File: config.mk
export PLATFORM = sky130hd
export DESIGN_NAME = fir_sym_mc_serial
export DESIGN_NICKNAME = d
export VERILOG_FILES = /design/src/rtl/fir_sym_mc_serial.sv
export SDC_FILE = /design/constraint.sdc
export NUM_CORES = 1
export LEC_CHECK = 0
export ABC_CLOCK_PERIOD_IN_PS = 18900
export CORE_ASPECT_RATIO = 0.6
export CORE_MARGIN = 2
export CORE_UTILIZATION = 50
export DETAILED_ROUTE_END_ITERATION = 8
export MAX_ROUTING_LAYER = met4
export PLACE_DENSITY = 0.66
export SKIP_LAST_GASP = 1
export SLEW_MARGIN = 20
export SYNTH_ARGS = -nofsm -noshare
export SYNTH_HDL_FRONTEND = slang
export SYNTH_SLANG_ARGS = --single-unit
File: constraint.sdc
create_clock -name CLK_Filter -period 18.9 [get_ports CLK_Filter]
set_clock_uncertainty 0.2 [all_clocks]
set_input_delay 4.725 -clock CLK_Filter [delete_from_list [all_inputs] [get_ports CLK_Filter]]
set_output_delay 4.725 -clock CLK_Filter [all_outputs]
set_load 0.02 [all_outputs]
File: src/rtl/fir_sym_mc_serial.sv
// Two-channel symmetric even-length FIR: one shared pre-adder, multiplier and accumulator, with run-time loadable coefficients.
// Latency: an accept at edge 0 gives an out_valid strobe HALF_TAPS+1 cycles later. At most one sample is accepted per HALF_TAPS+2 cycles.
// Backpressure: in_ready is high only in IDLE, and a held sample is taken once. Optional rounding is enabled by defining FIR_ROUND_EN.
module fir_sym_mc_serial #(
  parameter int DATA_W    = 8,
  parameter int COEF_W    = 8,
  parameter int HALF_TAPS = 11,
  parameter int ACC_W     = 21,
  parameter int OUT_W     = 20,
  parameter int OUT_SHIFT = 1
) (
  input  logic                         CLK_Filter,
  input  logic                         rst_n,
  input  logic                         in_valid,
  output logic                         in_ready,
  input  logic                         in_ch,
  input  logic [DATA_W-1:0]            in_data,
  input  logic                         coef_we,
  input  logic [$clog2(HALF_TAPS)-1:0] coef_addr,
  input  logic [COEF_W-1:0]            coef_data,
  output logic                         out_valid,
  output logic                         out_ch,
  output logic [OUT_W-1:0]             out_data,
  output logic                         busy
);

  localparam int N  = 2 * HALF_TAPS;
  localparam int AW = $clog2(HALF_TAPS);
  localparam int NW = $clog2(N);
  localparam int PW = DATA_W + 1 + COEF_W;
  localparam int SW = ACC_W + 1;

  typedef enum logic [1:0] {S_IDLE, S_MAC, S_OUT} state_t;

  state_t              state;
  logic                ch;
  logic [AW-1:0]       idx;
  logic [ACC_W-1:0]    acc;
  logic [COEF_W-1:0]   coef [HALF_TAPS];
  logic [DATA_W-1:0]   dl   [2][N];

  logic [NW-1:0]       near_idx;
  logic [NW-1:0]       far_idx;
  logic [DATA_W:0]     pre;
  logic [PW-1:0]       prod;
  logic [ACC_W-1:0]    acc_sum;
  logic [SW-1:0]       sh;
  logic                ovf;
  logic [OUT_W-1:0]    sat_val;

  // The tap pair for this step is the newest-side index and its mirror from the oldest end.
  assign near_idx = NW'(idx);
  assign far_idx  = NW'(N - 1) - NW'(idx);
  assign pre      = {1'b0, dl[ch][near_idx]} + {1'b0, dl[ch][far_idx]};
  assign prod     = PW'(pre) * PW'(coef[idx]);
  assign acc_sum  = acc + ACC_W'(prod);

`ifdef FIR_ROUND_EN
  // Round half up. The add uses one extra bit so a full accumulator cannot wrap.
  localparam logic [SW-1:0] RND = (SW'(1) << OUT_SHIFT) >> 1;
  assign sh = ({1'b0, acc} + RND) >> OUT_SHIFT;
`else
  assign sh = {1'b0, acc} >> OUT_SHIFT;
`endif

  // The result overflows when any bit at or above OUT_W survives the shift.
  generate
    if (OUT_W < SW) begin : g_ovf
      assign ovf = |sh[SW-1:OUT_W];
    end else begin : g_no_ovf
      assign ovf = 1'b0;
    end
  endgenerate

  assign sat_val  = ovf ? {OUT_W{1'b1}} : OUT_W'(sh);
  assign in_ready = (state == S_IDLE);
  assign busy     = ~in_ready;

  // Sequencer: accept and shift in IDLE, one tap pair per cycle in MAC, then publish in OUT.
  always_ff @(posedge CLK_Filter or negedge rst_n) begin
    if (!rst_n) begin
      state     <= S_IDLE;
      ch        <= 1'b0;
      idx       <= '0;
      acc       <= '0;
      out_valid <= 1'b0;
      out_ch    <= 1'b0;
      out_data  <= '0;
      for (int k = 0; k < HALF_TAPS; k++) coef[k] <= '0;
      for (int c = 0; c < 2; c++)
        for (int i = 0; i < N; i++) dl[c][i] <= '0;
    end else begin
      out_valid <= 1'b0;
      case (state)
        S_IDLE: begin
          // Coefficient writes land only while idle. Out-of-range addresses are ignored.
          if (coef_we && (coef_addr <= AW'(HALF_TAPS - 1)))
            coef[coef_addr] <= coef_data;
          if (in_valid) begin
            dl[in_ch][0] <= in_data;
            for (int i = 1; i < N; i++) dl[in_ch][i] <= dl[in_ch][i-1];
            ch    <= in_ch;
            acc   <= '0;
            idx   <= '0;
            state <= S_MAC;
          end
        end
        S_MAC: begin
          acc <= acc_sum;
          idx <= idx + AW'(1);
          if (idx == AW'(HALF_TAPS - 1)) state <= S_OUT;
        end
        S_OUT: begin
          out_data  <= sat_val;
          out_ch    <= ch;
          out_valid <= 1'b1;
          state     <= S_IDLE;
        end
        default: state <= S_IDLE;
      endcase
    end
  end

endmodule

==> summary.md <==
| Metric | Value |
|---|---|
| Initial Util | 50.9% |
| IO buf count | 48 |
| Synth area leader | dfrtp_1 |
| Worst-path clk slew | 0.06 ns |
| Final Cycle Share | 53.7% |
| First DRT Iteration DRCs | 1,306 |
| First-pass GRT wire length | 97,600 um |
| Die W | 303 um |
| Avg Synthesized Cell Area | 13.9 um2 |
| Worst hold path cell count | 1 |
| Pleak | 13.5 nW |
| Final wirelength | 59,300 um |
| CP Data Arrival Time | 10.45 ns |
| Unique masters post-synth | 53 |
| Post-synthesis register bit count | 490 |
| Cts bufs inserted | 47 |
| Reg power frac | 29.6% |
| R2R cell count | 28 |
| Drt wl/cell | 22.3 um |
| Synth Instances | 1,932 |
| Internal power | 2.86 mW |
| Synth top cells by count | 490 x dfrtp_1, 465 x mux2_2, 175 x mux4_2 |
| CTS tree | built |
| Max FO, Critical Path | 52 |
| Placement Cell Area | 0.0279 mm2 |
| Area Overhead vs Synth | 9.35% |
| Critical Path RT | 19.20 ns |
| Crit path max-delay family | adder cells |
| Max Clock Freq | 98.5 MHz |
| CP Launch Type | register |
| # H-tree levels | 2 |
| Shortest period the worst path allows | 10.15 ns |
| Largest net degree at the start of global routing | 177 |
| Post-synth EDFFs | 0 |
| Worst setup EP type | register |
| Nets | 2,062 |
| Syn nets | 2,069 |
| Number of global-route vias before repair | 16.6k |
| Resize count post-CTS | 0 |
| DPL Wire Length | 38,700 um |
| Hold buffers post-CTS | 0 |
| Vias per cell | 6.00 |
| Rel. slew slack | 20.4% |
| RSZ-0062 raised after global routing | no |
| Slowest Stage Delay on Critical Path | 1.02 ns |
| Via count | 16.0k |
| Final setup vio count | 0 |
| Combinational share of power | 50.8% |
| Total GRT Usage | 23.0% |
| # Post-CTS Setup Buffers | 0 |
| Switching Fraction | 41.2% |
| Switching pwr | 2.00 mW |
| Total power | 4.86 mW |
| Max cap viols | 0 |
| Synth warn | 0 |
| HP Class | register to register |
| Final Max Tran Viols | 0 |
| RD Place Congestion | 0.901 |
| Slowest-stage cell, CP | dfrtp_4 |
| Post-synthesis sequential area ratio | 45.6% |
| Worst-Margin Slew | 1.19 ns |
| Final ANT Viol Nets | 0 |
| Kind of critical path | register to register |
| Synthesized cell area | 0.0269 mm2 |
| GRT overflow | 0 |
| Sink Count | 490 |
| Die area | 0.0557 mm2 |
| # fillers | 4,267 |
| Die Y | 184 um |
| Worst VDD drop | 0.156 mV |
| Floorplan core area | 0.0529 mm2 |
| Synth area leaders | dfrtp_1 46%, mux2_2 19%, mux4_2 15%, fa_1 4.3%, ha_1 2.5% |
| WP depth | 28 |
| Top-area cell type share of the netlist area | 45.6% |
| Final instance area | 0.0294 mm2 |
| TritonRoute pass-1 iters | 5 |
| Most frequent cell on the critical path | fa_1 |
| Most frequent cell after synthesis | dfrtp_1 |
| Clock power frac | 19.6% |
| Final hold slack | 0.273 ns |
| DRC Markers | 0 |
| CP Buf/Inv Count | 5 |
| Setup TNS | 0 ns |
| Ys flop type | dfrtp_1 |
| Root Buffer | clkbuf_16 |
| Row count | 65 |
| I/O pin cnt | 49 |
| Fin. Hold Viols | 0 |
| Clk_lat worst skew | 0.58 ns |
| Async SR Flop Fraction | 100% |
| Pwr/cell area | 165 mW/mm2 |
| Share of layout cells above drive strength 1 | 38.5% |
| Buffer depth of the longest clock path | 3 |
| Status | completed |
| Initial antenna violation count | 1 |
==> layer usage <==
| metal | track usage (%) | part of all wire (%) |
|---|---|---|
| met5 | - | 0 |
| met4 | 4.02 | 1.4 |
| met3 | 4.63 | 5.9 |
| met2 | 30.7 | 43 |
| met1 | 36.4 | 50 |
==> flip-flops by register name, indices dropped and copies added, names as in the netlist <==
register   cells
coef          88
state          2
idx            4
out_ch         1
out_data      20
ch             1
acc           21
out_valid      1
dl           352
==> stage by stage <==
stage / setup slack (ns) / util, % / instances
after floorplan: 11.52 / - / 1932
after global placement: 8.92 / 52.7 / 2579
after detailed placement: 8.72 / 52.7 / 2579
after CTS: 8.68 / 55.6 / 2663
after global routing: 7.88 / 55.6 / 2664
final: 8.75 / 55.6 / 2664
==> logic make-up after synthesis <==
kind of cell             Yosys count  synth area share, %
multiplexers                     668                 35.2
flip-flops                       490                 45.6
AND/OR/NAND/NOR                  256                 4.37
buffers and inverters            232                 3.74
AO/OA/AOI/OAI                    154                 3.62
adder cells (fa/ha/maj)          112                 6.83
XOR/XNOR                          20                0.652
==> worst reg2reg max path: cells and delay by family (launching register included) <==
| family | cells | cell delay, ns |
|---|---|---|
| AOI/OAI and AO/OA | 11 | 2.47 |
| xor gates and xnor gates | 1 | 0.51 |
| adders and majority gates | 6 | 2.63 |
| buffers and inverters | 5 | 2.00 |
| DFF | 1 | 1.02 |
| muxes | 3 | 1.00 |
| and+or+nand+nor | 2 | 0.26 |
==> power by group through the flow <==
stage | registers (mW) | logic (mW) | clock network (mW)
after floorplan | 1.37 | 1.83 | 0
after global placement | 1.44 | 2.39 | 0
after detailed placement | 1.46 | 2.43 | 0
after CTS | 1.44 | 2.46 | 0.974
after global routing | 1.47 | 2.72 | 1.02
final | 1.44 | 2.47 | 0.951
==> path summary, 6_finish.rpt <==
kind,to,start,slack (ns)
setup / recovery,acc[19]$_DFFE_PN0P_,ch$_DFFE_PN0P_,8.75
hold / removal,acc[20]$_DFFE_PN0P_,acc[20]$_DFFE_PN0P_,0.27
setup reg to reg,acc[19]$_DFFE_PN0P_,ch$_DFFE_PN0P_,8.75
hold reg to reg,acc[20]$_DFFE_PN0P_,acc[20]$_DFFE_PN0P_,0.27
max in group asynchronous,dl[312]$_DFFE_PN0P_,rst_n,12.33
min in group asynchronous,dl[292]$_DFFE_PN0P_,rst_n,4.00
==> cell usage in the layout (no fill, tap or decap), types with 8 or more instances in the layout <==
cell and n:
dfrtp_1 486, mux2_2 465, mux4_2 175, inv_1 108, nand2_1 82, nor2_1 78
fa_1 58, o21ai_0 56, ha_1 53, clkbuf_16 47, clkdlybuf4s50_1 47, a21oi_1 34
mux2i_1 28, nand2b_1 23, nand3_1 20, nor2b_1 17, clkbuf_8 14, buf_4 14
xnor2_1 13, clkbuf_1 10, clkinv_2 9, a31oi_1 8, a221o_1 8
==> layout make-up <==
cell class	instances	area (um2)	share of cell area, %
Antenna cell	1	2.50	0.00851
Timing Repair Buffer	66	662	2.25
Clock inverter	13	123	0.417
Tap cell	703	880	2.99
Inverter	110	413	1.40
Clock buffer	71	1410	4.78
Multi-Input combinational cell	1210	13600	46.4
Sequential cell	490	12300	41.7
(Power assumes the default switching activity.)
